===== config.mk =====
export PLATFORM = sky130hd
export DESIGN_NAME = sseg_disp_arbiter
export DESIGN_NICKNAME = d
export VERILOG_FILES = /design/src/rtl/sseg_disp_arbiter_pkg.sv /design/src/rtl/sseg_rr_pick.sv /design/src/rtl/sseg_disp_arbiter.sv
export SDC_FILE = /design/constraint.sdc
export NUM_CORES = 1
export LEC_CHECK = 0
export ABC_CLOCK_PERIOD_IN_PS = 1490
export CORE_ASPECT_RATIO = 0.6
export CORE_MARGIN = 2
export CORE_UTILIZATION = 40
export CTS_CLUSTER_DIAMETER = 150
export DETAILED_ROUTE_END_ITERATION = 7
export GPL_TIMING_DRIVEN = 0
export PLACE_DENSITY = 0.78
export SLEW_MARGIN = 20
export SYNTH_ARGS = -nofsm -noshare
export SYNTH_HDL_FRONTEND = slang
export SYNTH_SLANG_ARGS = --single-unit

===== constraint.sdc =====
create_clock -name clk -period 1.49 [get_ports clk]
set_input_delay 0.2235 -clock clk [delete_from_list [all_inputs] [get_ports clk]]
set_output_delay 0.2235 -clock clk [all_outputs]
set_load 0.005 [all_outputs]

===== src/rtl/sseg_disp_arbiter_pkg.sv =====
// Shared definitions for the seven-segment display arbiter.
//   - FSM state encodings (IDLE, OWN, SWITCH)
//   - client index constants
//   - one-hot grant helper
package sseg_disp_arbiter_pkg;

    localparam logic [1:0] ST_IDLE   = 2'd0;
    localparam logic [1:0] ST_OWN    = 2'd1;
    localparam logic [1:0] ST_SWITCH = 2'd2;

    localparam logic CLIENT0 = 1'b0;
    localparam logic CLIENT1 = 1'b1;

    // Client index -> one-hot grant vector.
    function automatic logic [1:0] gnt_onehot(input logic idx);
        return (idx == CLIENT1) ? 2'b10 : 2'b01;
    endfunction

endpackage


===== src/rtl/sseg_rr_pick.sv =====
// Two-way round-robin pick.
//   i_req     per-client request
//   i_last    client served most recently
//   o_valid   at least one requester
//   o_winner  chosen client (lone requester, or the one not served last on a tie)
module sseg_rr_pick
    import sseg_disp_arbiter_pkg::*;
(
    input  logic [1:0] i_req,
    input  logic       i_last,
    output logic       o_valid,
    output logic       o_winner
);

    always_comb begin
        o_valid = |i_req;
        unique case (i_req)
            2'b01:   o_winner = CLIENT0;
            2'b10:   o_winner = CLIENT1;
            2'b11:   o_winner = ~i_last;
            default: o_winner = i_last;  // no request; value unused
        endcase
    end

endmodule


===== src/rtl/sseg_disp_arbiter.sv =====
// Shares one 4-digit scanned seven-segment display between two clients.
// Round-robin ownership with a minimum dwell time; one blanked cycle on a switch.
//   clk, reset          clock; asynchronous active-low reset
//   req[1:0]            per-client level request
//   frame0/dp0          client 0 digits {hex3,hex2,hex1,hex0} and decimal points
//   frame1/dp1          client 1 digits and decimal points
//   gnt[1:0]            registered one-hot grant, 00 when nobody owns
//   hex3..hex0, dp_out  registered display data for scan_led_disp
//   blank               high during the single switch-over cycle
module sseg_disp_arbiter
    import sseg_disp_arbiter_pkg::*;
#(
    parameter int unsigned DWELL   = 20,
    parameter int unsigned DWELL_W = 5
) (
    input  logic        clk,
    input  logic        reset,
    input  logic [1:0]  req,
    input  logic [15:0] frame0,
    input  logic [3:0]  dp0,
    input  logic [15:0] frame1,
    input  logic [3:0]  dp1,
    output logic [1:0]  gnt,
    output logic [3:0]  hex3,
    output logic [3:0]  hex2,
    output logic [3:0]  hex1,
    output logic [3:0]  hex0,
    output logic [3:0]  dp_out,
    output logic        blank
);

    localparam logic [DWELL_W-1:0] DWELL_MAX = DWELL_W'(DWELL);

    logic [1:0]         r_state, w_state_d;
    logic [1:0]         r_gnt, w_gnt_d;
    logic               r_blank, w_blank_d;
    logic [DWELL_W-1:0] r_dwell, w_dwell_d;
    logic               r_last, w_last_d;   // also the current owner while in OWN
    logic [15:0]        r_hex;
    logic [3:0]         r_dp;
    logic               w_load;
    logic               w_pick_valid;
    logic               w_pick;
    logic               w_other;

    assign w_other = ~r_last;

    sseg_rr_pick u_pick (
        .i_req    (req),
        .i_last   (r_last),
        .o_valid  (w_pick_valid),
        .o_winner (w_pick)
    );

    always_comb begin
        w_state_d = r_state;
        w_gnt_d   = r_gnt;
        w_blank_d = 1'b0;
        w_dwell_d = r_dwell;
        w_last_d  = r_last;
        w_load    = 1'b0;
        case (r_state)
            ST_IDLE: begin
                w_gnt_d = 2'b00;
                if (w_pick_valid) begin
                    w_state_d = ST_OWN;
                    w_gnt_d   = gnt_onehot(w_pick);
                    w_dwell_d = '0;
                    w_last_d  = w_pick;
                end
            end
            ST_OWN: begin
                w_load = 1'b1;
                if (r_dwell != DWELL_MAX) begin
                    w_dwell_d = r_dwell + DWELL_W'(1);
                end
                // Owner release takes priority over a pending switch.
                if (!req[r_last]) begin
                    w_state_d = ST_IDLE;
                    w_gnt_d   = 2'b00;
                end else if (req[w_other] && (r_dwell == DWELL_MAX)) begin
                    w_state_d = ST_SWITCH;
                    w_gnt_d   = 2'b00;
                    w_blank_d = 1'b1;
                end
            end
            ST_SWITCH: begin
                if (req[w_other]) begin
                    w_state_d = ST_OWN;
                    w_gnt_d   = gnt_onehot(w_other);
                    w_dwell_d = '0;
                    w_last_d  = w_other;
                end else if (req[r_last]) begin
                    w_state_d = ST_OWN;
                    w_gnt_d   = gnt_onehot(r_last);
                    w_dwell_d = '0;
                end else begin
                    w_state_d = ST_IDLE;
                    w_gnt_d   = 2'b00;
                end
            end
            default: begin
                w_state_d = ST_IDLE;
                w_gnt_d   = 2'b00;
            end
        endcase
    end

    always_ff @(posedge clk or negedge reset) begin
        if (!reset) begin
            r_state <= ST_IDLE;
            r_gnt   <= 2'b00;
            r_blank <= 1'b0;
            r_dwell <= '0;
            r_last  <= CLIENT1;   // client 0 wins the first tie
            r_hex   <= 16'h0000;
            r_dp    <= 4'h0;
        end else begin
            r_state <= w_state_d;
            r_gnt   <= w_gnt_d;
            r_blank <= w_blank_d;
            r_dwell <= w_dwell_d;
            r_last  <= w_last_d;
            if (w_load) begin
                r_hex <= (r_last == CLIENT1) ? frame1 : frame0;
                r_dp  <= (r_last == CLIENT1) ? dp1 : dp0;
            end
        end
    end

    assign gnt    = r_gnt;
    assign blank  = r_blank;
    assign hex3   = r_hex[15:12];
    assign hex2   = r_hex[11:8];
    assign hex1   = r_hex[7:4];
    assign hex0   = r_hex[3:0];
    assign dp_out = r_dp;

endmodule


Yosys cells after proc, flatten, opt, wreduce, memory -nomap -nowiden
Index checks and enable logic that the tools add are counted.
{"block": "totals", "ff_bits": 31, "input_bits": 44, "output_inout_bits": 23, "elab_cells": 65}
{"block": "classes", "addsub": 1, "n_lt_le_gt_ge": 2, "n_eq_ne": 12, "mux": 34, "bitwise": 1, "n_reduce_logical": 8}
{"operator": "2-bit two-way mux", "n": 11}
{"operator": "5-bit two-way mux", "n": 4}
{"operator": "16-bit two-way mux", "n": 1}
{"operator": "5-bit one-hot mux with 3 select lines", "n": 1}
{"operator": "1-bit two-way mux", "n": 12}
{"operator": "2-bit one-hot mux with 3 select lines", "n": 2}
{"operator": "2-bit == test, second input constant", "n": 3}
{"operator": "3-bit != test, second input constant", "n": 2}
{"operator": "5-bit by 1-bit adder with 5-bit output, second input constant", "n": 1}
{"operator": "5-bit == test, second input constant", "n": 1}
{"operator": "5-bit != test, second input constant", "n": 1}
{"operator": "2-bit by 1-bit == test with 1-bit output, second input constant", "n": 2}
{"operator": "1-bit by 2-bit < comparator with 1-bit output, second input constant", "n": 2}
{"operator": "4-bit two-way mux", "n": 1}
{"operator": "2-bit != test, second input constant", "n": 2}
{"operator": "4-bit AND reduction", "n": 1}
{"operator": "1-bit one-hot mux with 3 select lines", "n": 1}
{"operator": "3-bit AND reduction", "n": 1}
{"operator": "3-bit nonzero test", "n": 1}
{"operator": "2-bit logical NOT", "n": 1}
{"operator": "2-bit by 1-bit != test with 1-bit output, second input constant", "n": 1}
{"operator": "1-bit one-hot mux with 2 select lines", "n": 1}
{"operator": "2-bit AND reduction", "n": 1}
{"operator": "2-bit nonzero test", "n": 1}
{"operator": "other kinds (3)", "n": 3}

Longest topological paths before layout
{"block": "logic_depth", "word_depth": 7, "mapped_depth": 5, "ltp_nobuf": 5}

Hierarchy
From an unflattened synthesis, not the netlist that was laid out.
{"block": "unflattened", "hier_cells": 155, "hier_area_um2": 1547.7}
{"mod": "sseg_disp_arbiter", "instances": 1, "cells_each": 152, "area_each_um2": 1527.7, "seq_area_each_um2": 777.0}
{"mod": "sseg_rr_pick", "instances": 1, "cells_each": 3, "area_each_um2": 20.0, "seq_area_each_um2": 0.0}

Worst setup path after synthesis
OpenSTA, ideal clock, no wires.
{"block": "synth_path", "path_type": "flip-flop to flip-flop", "startpoint": "register r_last", "endpoint": "register r_gnt[0] (netlist: gnt[0])", "setup_ns": 0.066, "arrival_ns": 1.309, "required_ns": 1.424, "setup_slack_ns": 0.115, "path_stages_with_launch": 5, "path_buffers": 1, "synth_period_minus_slack_ns": 1.375, "path_cell_list": "dfstp_2 buf_6 mux2_4 a211oi_2 a32o_2"}
{"block": "synth_between", "elab_chain_len": 5, "elab_cells_between_ends": 16, "classes_between": "eq/ne: 1; mux: 13; bitwise: 1; reduce/logical: 1"}
{"item": "from (decl)", "line": "sseg_disp_arbiter.sv:38", "text": "logic r_last, w_last_d;"}
{"item": "from (signal assigned)", "line": "sseg_disp_arbiter.sv:123", "text": "r_last <= w_last_d;"}
{"item": "1-bit NOT / 1-bit two-way mux (equally long branches)", "line": "sseg_rr_pick.sv:20, sseg_disp_arbiter.sv:78, sseg_disp_arbiter.sv:93"}
{"item": "1-bit one-hot mux with 3 select lines / 1-bit two-way mux (equally long branches)", "line": "sseg_rr_pick.sv:17, sseg_disp_arbiter.sv:78, sseg_disp_arbiter.sv:93"}
{"item": "2-bit two-way mux, on equally long branches", "line": "sseg_disp_arbiter_pkg.sv:16, sseg_disp_arbiter.sv:93"}
{"item": "2-bit two-way mux, on equally long branches", "line": "sseg_disp_arbiter.sv:65, sseg_disp_arbiter.sv:88"}
{"item": "2-bit one-hot mux with 3 select lines", "line": "sseg_disp_arbiter.sv:62", "text": "case (r_state)"}
{"item": "to (signal assigned)", "line": "sseg_disp_arbiter.sv:120", "text": "r_gnt <= w_gnt_d;"}
{"item": "to (decl)", "line": "sseg_disp_arbiter.sv:35", "text": "logic [1:0] r_gnt, w_gnt_d;"}
Parallel ways exist; a longest one is shown, timed or not. The select of a mux whose other input is x is not followed.
A chain may end at the register's enable or synchronous reset.

Worst setup path in the final report
{"block": "layout_path", "startpoint": "register r_dwell[0]", "endpoint": "register r_dwell[3]"}
{"block": "layout_between", "elab_chain_len": 3, "elab_cells_between_ends": 6, "classes_between": "add/sub: 1; eq/ne: 2; mux: 2; reduce/logical: 1"}
{"item": "from (decl)", "line": "sseg_disp_arbiter.sv:37", "text": "logic [DWELL_W-1:0] r_dwell, w_dwell_d;"}
{"item": "from (signal assigned)", "line": "sseg_disp_arbiter.sv:122", "text": "r_dwell <= w_dwell_d;"}
{"item": "5-bit by 1-bit adder with 5-bit output / 5-bit != test (equally long branches)", "line": "sseg_disp_arbiter.sv:75, sseg_disp_arbiter.sv:74"}
{"item": "5-bit two-way mux / 2-bit != test (equally long branches)"}
{"item": "5-bit one-hot mux with 3 select lines / 4-bit AND reduction (equally long branches)"}
Parallel ways exist; a longest one is shown, timed or not. The select of a mux whose other input is x is not followed.

==> flow_metrics.tcl <==
set metrics [dict create \
    reg2reg_slack_ns 0.02 \
    synth-edff-count 0 \
    wire_per_inst_um 13.92 \
    crit_end "r_dwell[3]$_DFFE_PN0P_" \
    vias 1307 \
    die_w_um 82.27 \
    htreeDepth 2 \
    cts_root_buffer "clkbuf_8" \
    r2r_end "r_dwell[3]$_DFFE_PN0P_" \
    wl_um 3702 \
    syn_area_um2 1470 \
    setup_tns_ns 0 \
    grt_first_pass_wirelength_um 5851 \
    cap_violations 0 \
    rows 17 \
    cts-buffers-inserted 5 \
    drt_iter0_markers 82 \
    setup_viol 0 \
    grt_max_degree 32 \
    syn_inst 140 \
    worstHoldPathType "reg2reg" \
    n_antenna_cell 0 \
    portBuffers 66 \
    slew_headroom 0.5560 \
    fmaxAchievable_mhz 679.6 \
    clk_path_buf_depth 2 \
    async_flop_share 1.000 \
    reg2reg_depth 5 \
    crit_type "reg2reg" \
    ys_ff_latch 31 \
    clkSinkCount 31 \
    die-area_um2 4192 \
    dieHeight_um 50.96 \
    drive_gt1_frac 0.1233 \
    dp_hpwl_um 2808 \
    area_delta_synth_final_pct 58.64 \
    startpoint_type "flop" \
    num_io_pins 67 \
    start_util 0.4090 \
    final.period_utilization 0.9875 \
    ys_warn_count 0 \
    nNetsFinal 265 \
    leakage_nw 1.069 \
    path_clk_slew_ns 0.06 \
    r2r_start "r_dwell[0]$_DFFE_PN0P_" \
    finalClockSkew_ns 0.007506 \
    slew_violations 0 \
    dpl_worst_slack_ns -0.09806 \
    core_region_area_um2 3595 \
    cts_tree "done" \
    layout_common_cells "65 x clkdlybuf4s50_1, 30 x dfrtp_1, 26 x nand2_1" \
    tightest_slew_ns 0.6660 \
    yosysSeqAreaShare 0.5285 \
    timing.hold.ws_ns 0.4791 \
    ys_types 28 \
    final_util 0.6488 \
    grt_use_total 0.1920 \
    critPathArrivalTime_ns 1.68 \
    ant_nets 0 \
    grt-ovfl-total 0 \
    rsz0062_at_grt "true" \
    gp_routability_congestion 0.7011 \
    cellPowerDensity_nw_per_um2 1812 \
    setup_ws_ns 0.01864 \
    hold_viol_final 0 \
    syn_area_per_cell_um2 10.50 \
    drtPass1Iterations 4 \
    vias_per_cell 4.914 \
    ys.flop_type "dfrtp_1" \
    end_kind "flop" \
    status "finished, final reports clean" \
    final_common_cell "clkdlybuf4s50_1" \
    drcViolationCount 0 \
    grt_antenna_before_repair 0 \
    hold_start "r_hex[2]$_DFFE_PN0P_" \
    clk_latency_ns 0.28 \
    cp.required_ns 1.69 \
    grt_pass1_vias 1228 \
    min_period_ns 1.471 \
    ir_drop_mv 1.114 \
    critPathLaunch "r_dwell[0]$_DFFE_PN0P_" \
    critical_path.max_fanout 4 \
    synth_nets 186 \
]
cell families (layout without fill, tap and decap cells):
logic type,after synthesis,count (layout),synth area share
DFF,31,31,0.5285
AOI/OAI and AO/OA,30,30,0.1192
muxes,24,24,0.1668
and+or+nand+nor,42,42,0.1302
adders and majority gates,2,2,0.01702
buffers and inverters,11,90,0.03830
where the power goes:
group          switching, mW  leakage, nW  internal [mW]  total [mW]
clock                  0.308       0.0470          0.362       0.670
sequential             0.236        0.385           1.23        1.46
combinational          0.920        0.637           1.18        2.10
synthesized netlist by cell type (all sizes together) (2+ instances only):
master,instances,area share
a32o,2,0.014
nand2,26,0.066
dfrtp,30,0.51
clkbuf,2,0.0051
ha,2,0.017
inv,3,0.0077
buf,6,0.026
nand3,5,0.017
nand2b,3,0.013
mux2i,23,0.16
nor3,3,0.010
o21ai,23,0.078
layer usage:
metal	part of all wire	vias up	wire length, um	GRT usage
li1	-	641	-	-
met4	0.018	0	67	0.06389
met3	0.062	8	231	0.07244
met5	0	-	0	0
met2	0.45	42	1676	0.2823
met1	0.47	616	1727	0.2602
registers in the layout (all words and copies together), names as in the netlist:
signal and flops:
blank 1, r_state 2, gnt 2, dp_out 4, r_last 1, r_dwell 5
r_hex 16
critical path, cell delays in order (launching register included):
cell and delay [ns]:
dfrtp_1 0.39, inv_2 0.05, ha_1 0.20, and4b_2 0.25
nor3_1 0.28, mux2i_1 0.21
layout make-up:
type                            instances  area, um^2
Buffer                                  8       47.55
Clock buffer                            6       82.58
Clock inverter                          1       5.005
Fill cell                             275        1262
Inverter                                3       11.26
Multi-Input combinational cell         98       646.9
Sequential cell                        31       777.0
Tap cell                               47       58.81
Timing Repair Buffer                   72       703.2
worst min-delay path by stage:
stage	end	slack [ns]	cells past startpoint
6_report	r_hex[2]$_DFFE_PN0P_	0.48	2
5_1_grt	r_hex[12]$_DFFE_PN0P_	0.51	2
4_1_cts	r_hex[2]$_DFFE_PN0P_	0.48	2
3_5_place_dp	r_hex[10]$_DFFE_PN0P_	0.30	1
3_3_place_gp	dp_out[0]$_DFFE_PN0P_	0.46	2
2_1_floorplan	blank$_DFF_PN0_	-0.07	0
metrics by stage:
| step | power, mW | area [um^2] | instances |
|---|---|---|---|
| floorplan | 2.436 | 1470 | 140 |
| global placement | 3.357 | 2190 | 253 |
| detailed placement | 3.445 | 2185 | 253 |
| CTS | 4.145 | 2290 | 261 |
| global route | 4.533 | 2332 | 266 |
| finish | 4.227 | 2332 | 266 |
timing repair:
action	4_1_cts	5_1_grt
pin swaps	0	2
hold buffers	1	0
resized for setup	1	6
hold endpoints to repair	1	0
setup buffers	0	5
setup endpoints to repair	2	6
Power figures use the tool's default switching activity.
